==> src/rtl/load_store_unit_pkg.sv <==
// Shared definitions for the load/store unit: widths, RV32I funct3 codes,
// FSM state encoding and the access legality check.
package load_store_unit_pkg;

    localparam int DATA_WIDTH = 32;
    localparam int STRB_WIDTH = DATA_WIDTH / 8;

    localparam logic [2:0] F3_B  = 3'b000;
    localparam logic [2:0] F3_H  = 3'b001;
    localparam logic [2:0] F3_W  = 3'b010;
    localparam logic [2:0] F3_BU = 3'b100;
    localparam logic [2:0] F3_HU = 3'b101;

    typedef enum logic [2:0] {
        ST_IDLE,
        ST_RD_ADDR,
        ST_RD_DATA,
        ST_WR_REQ,
        ST_WR_RESP,
        ST_DONE
    } lsu_state_t;

    // Legal funct3 for the direction and naturally aligned for the access size.
    function automatic logic access_ok(input logic       store,
                                       input logic [2:0] funct,
                                       input logic [1:0] addr_lo);
        logic ok;
        case (funct)
            F3_B:    ok = 1'b1;
            F3_BU:   ok = !store;
            F3_H:    ok = !addr_lo[0];
            F3_HU:   ok = !store && !addr_lo[0];
            F3_W:    ok = (addr_lo == 2'b00);
            default: ok = 1'b0;
        endcase
        return ok;
    endfunction

endpackage

==> src/rtl/load_store_unit_aligner.sv <==
// Load lane select and sign/zero extension of a bus word into the
// writeback value, driven by the low address bits and funct3.
module load_aligner
    import load_store_unit_pkg::*;
(
    input  logic [1:0]            addr_lo,
    input  logic [2:0]            funct,
    input  logic [DATA_WIDTH-1:0] word,
    output logic [DATA_WIDTH-1:0] result
);

    logic [7:0]  byte_lane;
    logic [15:0] half_lane;

    always_comb begin
        byte_lane = word[{addr_lo, 3'b000} +: 8];
        half_lane = word[{addr_lo[1], 4'b0000} +: 16];
        case (funct)
            F3_B:    result = {{(DATA_WIDTH-8){byte_lane[7]}}, byte_lane};
            F3_BU:   result = {{(DATA_WIDTH-8){1'b0}}, byte_lane};
            F3_H:    result = {{(DATA_WIDTH-16){half_lane[15]}}, half_lane};
            F3_HU:   result = {{(DATA_WIDTH-16){1'b0}}, half_lane};
            default: result = word;
        endcase
    end

endmodule

==> src/rtl/load_store_unit.sv <==
// Single-outstanding RV32I load/store unit: checks alignment/funct3, runs one
// read or write on the data bus with valid/ready handshakes, returns the result.
//
// state      | meaning
// IDLE       | waiting for lsu_start
// RD_ADDR    | read address valid, waiting for dr_addr_ready
// RD_DATA    | dr_data_ready high, waiting for read data
// WR_REQ     | write request valid, waiting for dw_ready
// WR_RESP    | dw_resp_ready high, waiting for write response
// DONE       | one-cycle completion pulse, lsu_error qualified
module load_store_unit
    import load_store_unit_pkg::*;
(
    input  logic                  clk,
    input  logic                  rst,
    input  logic                  lsu_start,
    input  logic                  lsu_store,
    input  logic [2:0]            lsu_funct,
    input  logic [DATA_WIDTH-1:0] lsu_addr,
    input  logic [DATA_WIDTH-1:0] lsu_wdata,
    output logic                  lsu_busy,
    output logic                  lsu_done,
    output logic [DATA_WIDTH-1:0] lsu_rdata,
    output logic                  lsu_error,
    output logic                  dr_addr_valid,
    input  logic                  dr_addr_ready,
    output logic [DATA_WIDTH-1:0] dr_addr,
    input  logic                  dr_data_valid,
    output logic                  dr_data_ready,
    input  logic [DATA_WIDTH-1:0] dr_data,
    output logic                  dw_valid,
    input  logic                  dw_ready,
    output logic [DATA_WIDTH-1:0] dw_addr,
    output logic [DATA_WIDTH-1:0] dw_data,
    output logic [STRB_WIDTH-1:0] dw_strobe,
    input  logic                  dw_resp_valid,
    output logic                  dw_resp_ready,
    input  logic                  dw_resp
);

    lsu_state_t            state, state_next;
    logic [2:0]            funct_q;
    logic [DATA_WIDTH-1:0] addr_q;
    logic [DATA_WIDTH-1:0] rdata_q;
    logic [DATA_WIDTH-1:0] dw_data_q;
    logic [STRB_WIDTH-1:0] dw_strobe_q;
    logic                  error_q;
    logic                  start_ok;
    logic                  accept;
    logic [DATA_WIDTH-1:0] load_result;
    logic [DATA_WIDTH-1:0] store_data;
    logic [STRB_WIDTH-1:0] store_strb;

    assign accept   = (state == ST_IDLE) && lsu_start;
    assign start_ok = access_ok(lsu_store, lsu_funct, lsu_addr[1:0]);

    load_aligner u_aligner (
        .addr_lo (addr_q[1:0]),
        .funct   (funct_q),
        .word    (dr_data),
        .result  (load_result)
    );

    always_ff @(posedge clk or posedge rst) begin
        if (rst) state <= ST_IDLE;
        else     state <= state_next;
    end

    always_comb begin
        state_next = state;
        case (state)
            ST_IDLE: begin
                if (lsu_start) begin
                    if (!start_ok)      state_next = ST_DONE;
                    else if (lsu_store) state_next = ST_WR_REQ;
                    else                state_next = ST_RD_ADDR;
                end
            end
            ST_RD_ADDR: if (dr_addr_ready) state_next = ST_RD_DATA;
            ST_RD_DATA: if (dr_data_valid) state_next = ST_DONE;
            ST_WR_REQ:  if (dw_ready)      state_next = ST_WR_RESP;
            ST_WR_RESP: if (dw_resp_valid) state_next = ST_DONE;
            default:    state_next = ST_IDLE;
        endcase
    end

    // Lane replication and strobes are formed at accept so the channel is registered.
    always_comb begin
        store_data = lsu_wdata;
        store_strb = '1;
        case (lsu_funct)
            F3_B: begin
                store_data = {4{lsu_wdata[7:0]}};
                store_strb = 4'b0001 << lsu_addr[1:0];
            end
            F3_H: begin
                store_data = {2{lsu_wdata[15:0]}};
                store_strb = 4'b0011 << lsu_addr[1:0];
            end
            default: ;
        endcase
    end

    always_ff @(posedge clk or posedge rst) begin
        if (rst) begin
            funct_q     <= '0;
            addr_q      <= '0;
            rdata_q     <= '0;
            dw_data_q   <= '0;
            dw_strobe_q <= '0;
            error_q     <= 1'b0;
        end else begin
            if (accept) begin
                funct_q <= lsu_funct;
                addr_q  <= lsu_addr;
                error_q <= !start_ok;
                if (start_ok && lsu_store) begin
                    dw_data_q   <= store_data;
                    dw_strobe_q <= store_strb;
                end
            end
            if (state == ST_RD_DATA && dr_data_valid) rdata_q <= load_result;
            if (state == ST_WR_RESP && dw_resp_valid) error_q <= dw_resp;
        end
    end

    assign lsu_busy      = (state != ST_IDLE);
    assign lsu_done      = (state == ST_DONE);
    assign lsu_error     = (state == ST_DONE) && error_q;
    assign lsu_rdata     = rdata_q;
    assign dr_addr_valid = (state == ST_RD_ADDR);
    assign dr_addr       = {addr_q[DATA_WIDTH-1:2], 2'b00};
    assign dr_data_ready = (state == ST_RD_DATA);
    assign dw_valid      = (state == ST_WR_REQ);
    assign dw_addr       = {addr_q[DATA_WIDTH-1:2], 2'b00};
    assign dw_data       = dw_data_q;
    assign dw_strobe     = dw_strobe_q;
    assign dw_resp_ready = (state == ST_WR_RESP);

endmodule

==> config.mk <==
export PLATFORM = sky130hd
export DESIGN_NAME = load_store_unit
export DESIGN_NICKNAME = d
export VERILOG_FILES = /design/src/rtl/load_store_unit_pkg.sv /design/src/rtl/load_store_unit_aligner.sv /design/src/rtl/load_store_unit.sv
export SDC_FILE = /design/constraint.sdc
export NUM_CORES = 1
export LEC_CHECK = 0
export CAP_MARGIN = 20
export CELL_PAD_IN_SITES_DETAIL_PLACEMENT = 0
export CELL_PAD_IN_SITES_GLOBAL_PLACEMENT = 2
export CORE_ASPECT_RATIO = 0.5
export CORE_MARGIN = 1.5
export CORE_UTILIZATION = 26
export CTS_CLUSTER_SIZE = 16
export DETAILED_ROUTE_END_ITERATION = 16
export GPL_TIMING_DRIVEN = 0
export PLACE_DENSITY_LB_ADDON = 0.1
export SYNTH_ARGS = -nofsm -noshare
export SYNTH_HDL_FRONTEND = slang
export SYNTH_HIERARCHICAL = 1
export SYNTH_SLANG_ARGS = --single-unit
==> constraint.sdc <==
create_clock -name clk -period 3.4 [get_ports clk]
set_input_delay 0.34 -clock clk [delete_from_list [all_inputs] [get_ports clk]]
set_output_delay 0.34 -clock clk [all_outputs]
set_load 0.1 [all_outputs]
* Yosys cells after proc, flatten, opt, wreduce, memory -nomap -nowiden
Index checks and enable logic that the tools add are counted.
Storage, ports and cells: bits in registers 107, bits of input ports 108, output and inout port bits 139, logic and storage cells 59
Cells by class: equal/unequal tests 17, shift operators 4, muxes and demuxes 14, reduce and logical (&&, ||, !) cells 17
Operator list (number):
- case mux 32 bit (4 select lines) | 1
- case mux 32 bit (2 select lines) | 1
- variable part select 32 x 6 -> 16 bit | 1
- variable part select 32 x 6 -> 8 bit | 1
- == test 3 bit (second input constant) | 6
- 2-to-1 mux 3 bit | 6
- case mux 3 bit (5 select lines) | 1
- == test 3 x 1 -> 1 bit (second input constant) | 3
- == test 3 x 2 -> 1 bit (second input constant) | 3
- zero test 3 bit | 3
- case mux 4 bit (2 select lines) | 1
- logical AND 1 bit | 6
- inequality test 2 bit (second input constant) | 3
- case mux 1 bit (5 select lines) | 1
- AND reduction 5 bit | 1
- inequality test 2 x 1 -> 1 bit (second input constant) | 2
- << shifter 1 x 2 -> 4 bit (first input constant) | 1
- << shifter 2 x 2 -> 4 bit (first input constant) | 1
- zero test 1 bit | 3
- nonzero test 3 bit | 1
- zero test 2 bit | 1
- 2-to-1 mux 1 bit | 2
- 2-to-1 mux 2 bit | 1
- AND reduction 2 bit | 1
- nonzero test 2 bit | 1

* Depth between registers and ports, before layout
Gate-level depths: netlist of the first run.
word-level depth 6, depth in mapped cells 7, mapped depth without buffers 5

* Modules after synthesis
The synthesis of the first run kept the hierarchy.
Modules (own cells, without submodules):
- load_store_unit | instances 1, cells each 380, area each 5098.6 um^2, seq. area each 2677.6 um^2
- load_aligner | instances 1, cells each 109, area each 628.1 um^2, seq. area each 0.0 um^2

* Worst setup path after synthesis of the first run
OpenSTA, ideal clock, no wires.
path type reg2reg, from reg state[1], to reg error_q, setup time 0.126 ns, arrival time 3.447 ns, data required time 3.274 ns, setup slack -0.173 ns, cell stages (with the launch flop) 4, path buffers 0, clock period less this slack 3.573 ns, cells stage by stage dfrtp_1 -> nor3b_1 -> a21oi_1 -> a221o_1
On the way: word-level cells in the longest chain between the ends 3, elaborated cells on any way between the ends 6, classes of those cells eq/ne (1); mux (1); reduce/logical (4)
RTL lines:
- from (decl) | RTL line load_store_unit.sv:41 | lsu_state_t state, state_next;
- from (signal assigned) | RTL line load_store_unit.sv:66 | else state <= state_next;
- == test 3 bit *
- named net dw_resp_ready | RTL line load_store_unit.sv:37 | output logic dw_resp_ready,
- logical AND 1 bit * | RTL line load_store_unit.sv:123 | if (state == ST_WR_RESP && dw_resp_valid) error_q <= dw_resp;
- 2-to-1 mux 1 bit or nonzero test 2 bit (tied branches)
- to (signal assigned) | RTL line load_store_unit.sv:116 | error_q <= !start_ok;
- to (signal assigned) | RTL line load_store_unit.sv:123
- to (decl) | RTL line load_store_unit.sv:47 | logic error_q;
The timed path passes the listed nets; every way through them passes the cells marked *. A chain may end at the register's enable or synchronous reset.

* Final worst setup path of the first run
from reg state[0], to out lsu_error
On the way: word-level cells in the longest chain between the ends 2
RTL lines:
- == test 3 bit | RTL line load_store_unit.sv:129 | assign lsu_error = (state == ST_DONE) && error_q;
- logical AND 1 bit | RTL line load_store_unit.sv:129
- to (decl) | RTL line load_store_unit.sv:24 | output logic lsu_error,
Every way passes these cells.

==> flow_summary_export.csv, run 1 <==
group,metric,value,unit
synthesis,ys_ff_latch,107,
global_routing,grt_max_degree,86,
detailed_routing,wl_per_cell,17.0,µm
synthesis,seq_area_frac_synth,46.8,%
clocking,cts_tree,"done",
worst_setup_path,critPathSlowestCell,"clkdlybuf4s50_1",
synthesis,ys_types,42,
worst_setup_path,regToRegStartpoint,"addr_q[0]",
die,rows,38,
place,hpwl,13500,µm
sta,hold_viol,0,
synthesis,synth_top_area_cell,"dfrtp_1",
synthesis,syn_inst,489,
synthesis,async_flop_share,100,%
sta,setup_viol,0,
global_routing,grt_usage,15.8,%
global_routing,antenna_found_initial,1,
clocking,numCtsBuffers,9,
final_layout,diodes,0,
worst_setup_path,r2r_cells,6,
clocking,ctsHtreeMaxLevel,3,
worst_setup_path,cp-end-kind,"primary output",
final_layout,final_core_util,41.1,%
sta,slew_violations,0,
clocking,clkSinkCount,107,
worst_setup_path,cp_max_fo,10,
worst_setup_path,cpLargestDelayFamily,"buffers and inverters",
synthesis,synthFlopType,"dfrtp_1",
worst_setup_path,crit_type,"flop to primary output",
die,dieArea,0.0230,mm²
sta,fin_skew,0.00580,ns
sta,hold_slack,0.299,ns
die,core,0.0216,mm²
sta,post-route-worst-setup-slack,0.419,ns
clocking,cts_setup_buffers,0,
worst_setup_path,path_cells,"clkbuf_1 > and3b_1 > and2_1 > clkdlybuf4s50_1",
clocking,cts.repair.resized,0,
sta,worst_slew_pin_slew,1.05,ns
worst_setup_path,crit_arrival,2.64,ns
final_layout,layout_common_cells,"clkdlybuf4s50_1 (240), dfrtp_1 (107), mux2_2 (74)",
synthesis,synth_top_cell_area_share,46.8,%
final_layout,drive_gt1_share,25.2,%
detailed_routing,routed.top_layer,"met5",
die,io_pins,247,
clocking,root_buffer,"clkbuf_16",
worst_setup_path,cp-start-kind,"flop",
sta,rsz0062_at_grt,"false",
detailed_routing,drt_first_pass_iters,4,
outcome,status,"complete, no violations",
detailed_routing,drc,0,
detailed_routing,totalWireLength,17800,µm
synthesis,netlist_top_cells_area,"dfrtp_1 (47%), mux2_2 (15%), mux2_1 (9.4%)",
worst_setup_path,timing.rr.end,"lsu_rdata[29]",
place,pre_cts_ws,0.799,ns
clocking,clk_pin_slew,0.07,ns
final_layout,regArea,0.00268,mm²
synthesis,synth_area,0.00573,mm²
place,gp_congestion,0.822,
worst_setup_path,required,3.06,ns
die,dieWidth,213,µm
detailed_routing,ant_nets,0,
detailed_routing,drt_iter0_markers,181,
detailed_routing,avgViaCountPerCell,4.26,
sta,final.setup.tns,0,ns
worst_setup_path,crit_buf_inv,2,
sta,max_freq,0.335,GHz
final_layout,multi_input_area,0.00238,mm²
worst_setup_path,cpPeakStageDelay,1.12,ns
detailed_routing,wl_met3,1260,µm
final_layout,area_growth_syn_to_layout,55.2,%
global_routing,grt_pass1_vias,4641,
synthesis,yosys_warnings,6,
die,initial_core_util,26.5,%
clocking,cts.hold.buffers_added,0,
final_layout,nNetsFinal,852,
synthesis,syn_avg_cell_area,11.7,µm²
die,die_y,108,µm
synthesis,synth_edf_count,0,
sta,fin_crit_sh,87.7,%
min_path,hp-class,"input port to async pin",
place,port_buffers,240,
sta,timing.slew.headroom,29.9,%
detailed_routing,drt-met1-wl,8020,µm
global_routing,grt_pass1_wl,27200,µm
detailed_routing,vias,4470,
detailed_routing,wl_met2,8400,µm
clocking,cts_buffer_depth,2,
global_routing,overflow,0,
worst_setup_path,r2r_slack,1.30,ns
sta,fin_crit,2.98,ns
final_layout,final_common_cell,"clkdlybuf4s50_1",
final_layout,fillCellCount,2140,
flow_run,cap_viol_max_count,0,
clocking,clk_latency,0.36,ns
flip-flops by register name, summed over array words and instances, names as in the netlist:
name / flops
state: 3
dw_strobe: 4
lsu_rdata: 32
error_q: 1
addr_q: 32
funct_q: 3
dw_data: 32
cells in the mapped netlist (2+ instances only):
library cell    n
buf_6           7
nor2_1         10
dfrtp_1       107
clkbuf_1        7
mux2_2         74
mux2_1         48
nand2b_1        2
o21bai_1        2
o211ai_1        3
o21ai_0        30
mux2_4          2
nand2_2         2
a221o_1         2
mux2i_1        13
and2_1          5
a22oi_1         8
inv_1           3
nor2b_1         7
nor3_1          2
nand2_1        47
nand3_1         2
buf_4          70
buf_2           8
a21oi_1        10
per-stage QoR:
stage,instance area (µm²),instances
after floorplan,5740,492
after global placement,8520,1032
after detailed placement,8550,1033
after CTS,8890,1049
after global routing,8890,1049
final,8890,1049
cell type report:
class,count,share of cell area (%)
Sequential cell,107,30.1
Buffer,92,7.54
Clock inverter,5,0.943
Tap cell,300,4.22
Multi-Input combinational cell,290,26.8
Timing Repair Buffer,241,27.3
Clock buffer,11,2.84
Inverter,3,0.183
layer usage:
layer / vias up / track usage [%]
met4: 2 / 3.04
met5: - / 0
met2: 105 / 25.5
met1: 2216 / 20.2
met3: 10 / 6.27
li1: 2137 / -
cell families (layout without fill, tap and decap cells):
logic type | Yosys count | in the layout | synth area share [%]
and+or+nand+nor | 88 | 88 | 7.56
AOI/OAI and AO/OA | 60 | 60 | 6.53
DFF | 107 | 107 | 46.8
other | 1 | 4 | 0.0655
muxes | 138 | 138 | 27.2
buffers and inverters | 95 | 352 | 11.9
how the worst max path moves through the flow:
stage,from,to,slack [ns],cells past startpoint
floorplan,rst,addr_q[0],0.24,1
global placement,rst,addr_q[7],-1.94,2
detailed placement,state[0],lsu_error,0.80,4
CTS,state[0],lsu_error,0.39,4
global route,state[0],lsu_error,0.32,4
finish,state[0],lsu_error,0.42,4
worst reg2reg max path: cells and delay by family (launching register included):
family | cells | cell delay, ns
buffers and inverters | 1 | 0.19
DFF | 1 | 0.39
AOI/OAI and AO/OA | 1 | 0.26
muxes | 2 | 0.90
and+or+nand+nor | 2 | 0.26
Power of run 1 is not shown: default switching activity piles up to over one toggle a cycle in this logic, so the estimate is an artifact.
==> run 2, diff against run 1 <==
- CORE_UTILIZATION: 26 -> 39
- DONT_BUFFER_PORTS: not set -> 1
==> flow_summary_export.csv, run 2 (same netlist as run 1, synthesis figures left out) <==
group,metric,value,unit
outcome,status,"complete, no violations",
global_routing,grt_pass1_vias,3680,
clocking,cts_buffer_depth,2,
die,initial_core_util,39.8,%
min_path,hold_start,"lsu_wdata[5]",
final_layout,drive_gt1_share,37.3,%
die,dieArea,0.0155,mm²
clocking,cts.repair.resized,0,
global_routing,overflow,0,
min_path,hp-class,"input port to flop",
die,rows,31,
die,core,0.0144,mm²
sta,worst_slew_pin_slew,1.06,ns
sta,max_freq,0.304,GHz
sta,rsz0062_at_grt,"false",
sta,fin_crit,3.28,ns
min_path,hold_end,"dw_data[5]",
final_layout,final_common_cell,"dfrtp_1",
worst_setup_path,crit_arrival,2.94,ns
worst_setup_path,regToRegStartpoint,"addr_q[0]",
clocking,root_buffer,"clkbuf_16",
place,gp_congestion,0.806,
clocking,clkSinkCount,107,
flow_run,cap_viol_max_count,0,
detailed_routing,vias,3624,
global_routing,grt_usage,18.5,%
clocking,numCtsBuffers,9,
min_path,min_path_cells,1,
sta,setup_viol,0,
sta,timing.slew.headroom,29.5,%
die,io_pins,247,
sta,hold_viol,0,
die,dieWidth,174,µm
detailed_routing,ant_nets,0,
worst_setup_path,r2r_cells,6,
detailed_routing,totalWireLength,14100,µm
sta,fin_skew,0.00805,ns
worst_setup_path,cp_max_fo,10,
clocking,clk_latency,0.35,ns
worst_setup_path,cp-start-kind,"flop",
sta,hold_slack,0.118,ns
place,port_buffers,0,
worst_setup_path,timing.rr.end,"lsu_rdata[20]",
final_layout,area_growth_syn_to_layout,11.4,%
final_layout,layout_common_cells,"dfrtp_1 (107), mux2_2 (74), buf_4 (70)",
sta,final.setup.tns,0,ns
final_layout,nNetsFinal,615,
detailed_routing,drt_iter0_markers,108,
sta,fin_crit_sh,96.6,%
detailed_routing,avgViaCountPerCell,5.10,
die,die_y,88.7,µm
worst_setup_path,r2r_slack,1.27,ns
worst_setup_path,crit_type,"flop to primary output",
detailed_routing,drt_first_pass_iters,4,
detailed_routing,wl_per_cell,19.9,µm
clocking,cts_tree,"done",
sta,slew_violations,0,
clocking,clk_pin_slew,0.08,ns
global_routing,grt_pass1_wl,21500,µm
place,hpwl,10500,µm
global_routing,grt_max_degree,68,
worst_setup_path,cp-end-kind,"primary output",
worst_setup_path,required,3.06,ns
detailed_routing,drc,0,
clocking,ctsHtreeMaxLevel,3,
global_routing,antenna_found_initial,1,
final_layout,diodes,0,
==> run 2: cell types whose count changed in the layout (fill, tap and decap cells not counted) <==
cell | before | now
nor2_1 | 10 | 9
clkbuf_8 | 2 | 0
inv_8 | 0 | 2
nor3b_2 | 1 | 0
buf_16 | 1 | 2
buf_1 | 0 | 1
clkdlybuf4s50_1 | 240 | 0
nor2_2 | 0 | 1
clkinvlp_4 | 2 | 3
bufinv_16 | 2 | 1
nor3b_4 | 1 | 2
dlygate4sd3_1 | 0 | 1
==> run 2: worst max-delay path by stage <==
stage	start	to	slack [ns]	cells past startpoint
6_report	state[0]	lsu_error	0.12	3
4_1_cts	state[0]	lsu_error	0.1	3
3_3_place_gp	rst	addr_q[5]	-1.17	1
5_1_grt	state[0]	lsu_error	0.02	3
2_1_floorplan	rst	addr_q[0]	0.24	1
3_5_place_dp	state[0]	lsu_error	0.48	3
==> run 2: what timing repair did <==
item / in CTS / in global routing
hold buffers: 1 / 0
setup endpoints to repair: 0 / 0
buffers inserted: 0 / 0
hold endpoints to repair: 40 / 0
==> run 2: metrics by stage <==
step / area (µm²) / utilization [%] / cells / setup WS (ns)
5_1_grt: 6380 / 44.4 / 710 / 0.0210
6_report: 6380 / 44.4 / 710 / 0.115
4_1_cts: 6380 / 44.4 / 710 / 0.0989
3_3_place_gp: 5990 / 41.6 / 690 / -1.17
2_1_floorplan: 5740 / - / 492 / 0.243
3_5_place_dp: 6060 / 42.1 / 693 / 0.484
==> run 2: area by class of cell <==
cell class                 instances  area (µm²)
buffer                            92         671
clock buffer                       9         225
clock inverter                     7        83.8
fill                            1383        8010
inverter                           3        16.3
multi-input combinational        290        2390
sequential                       107        2680
tap                              198         248
timing repair buffer               4        68.8
==> run 2: worst max-delay path: stages, from the launching register on <==
cell and delay (ns):
dfrtp_1 0.46, clkbuf_1 0.36, and3b_1 0.89, and2_1 0.88
==> run 2: per-layer routing <==
layer	up-vias	wire length, µm	part of all wire (%)	GRT usage [%]
met5	-	0	0	0
met2	141	6460	46	29.1
met4	0	88	0.62	4.23
met3	8	1830	13	10.4
li1	1666	-	-	-
met1	1809	5720	41	22.2
Power of run 2 is left out for the same reason.
==> run 3, diff against run 2 <==
- CORE_UTILIZATION: 39 -> 26
- DONT_BUFFER_PORTS: 1 -> not set
==> results of run 3 <==
No change in the layout: final DEF, timing and power equal those of run 1.
Power of run 3 is left out for the same reason.
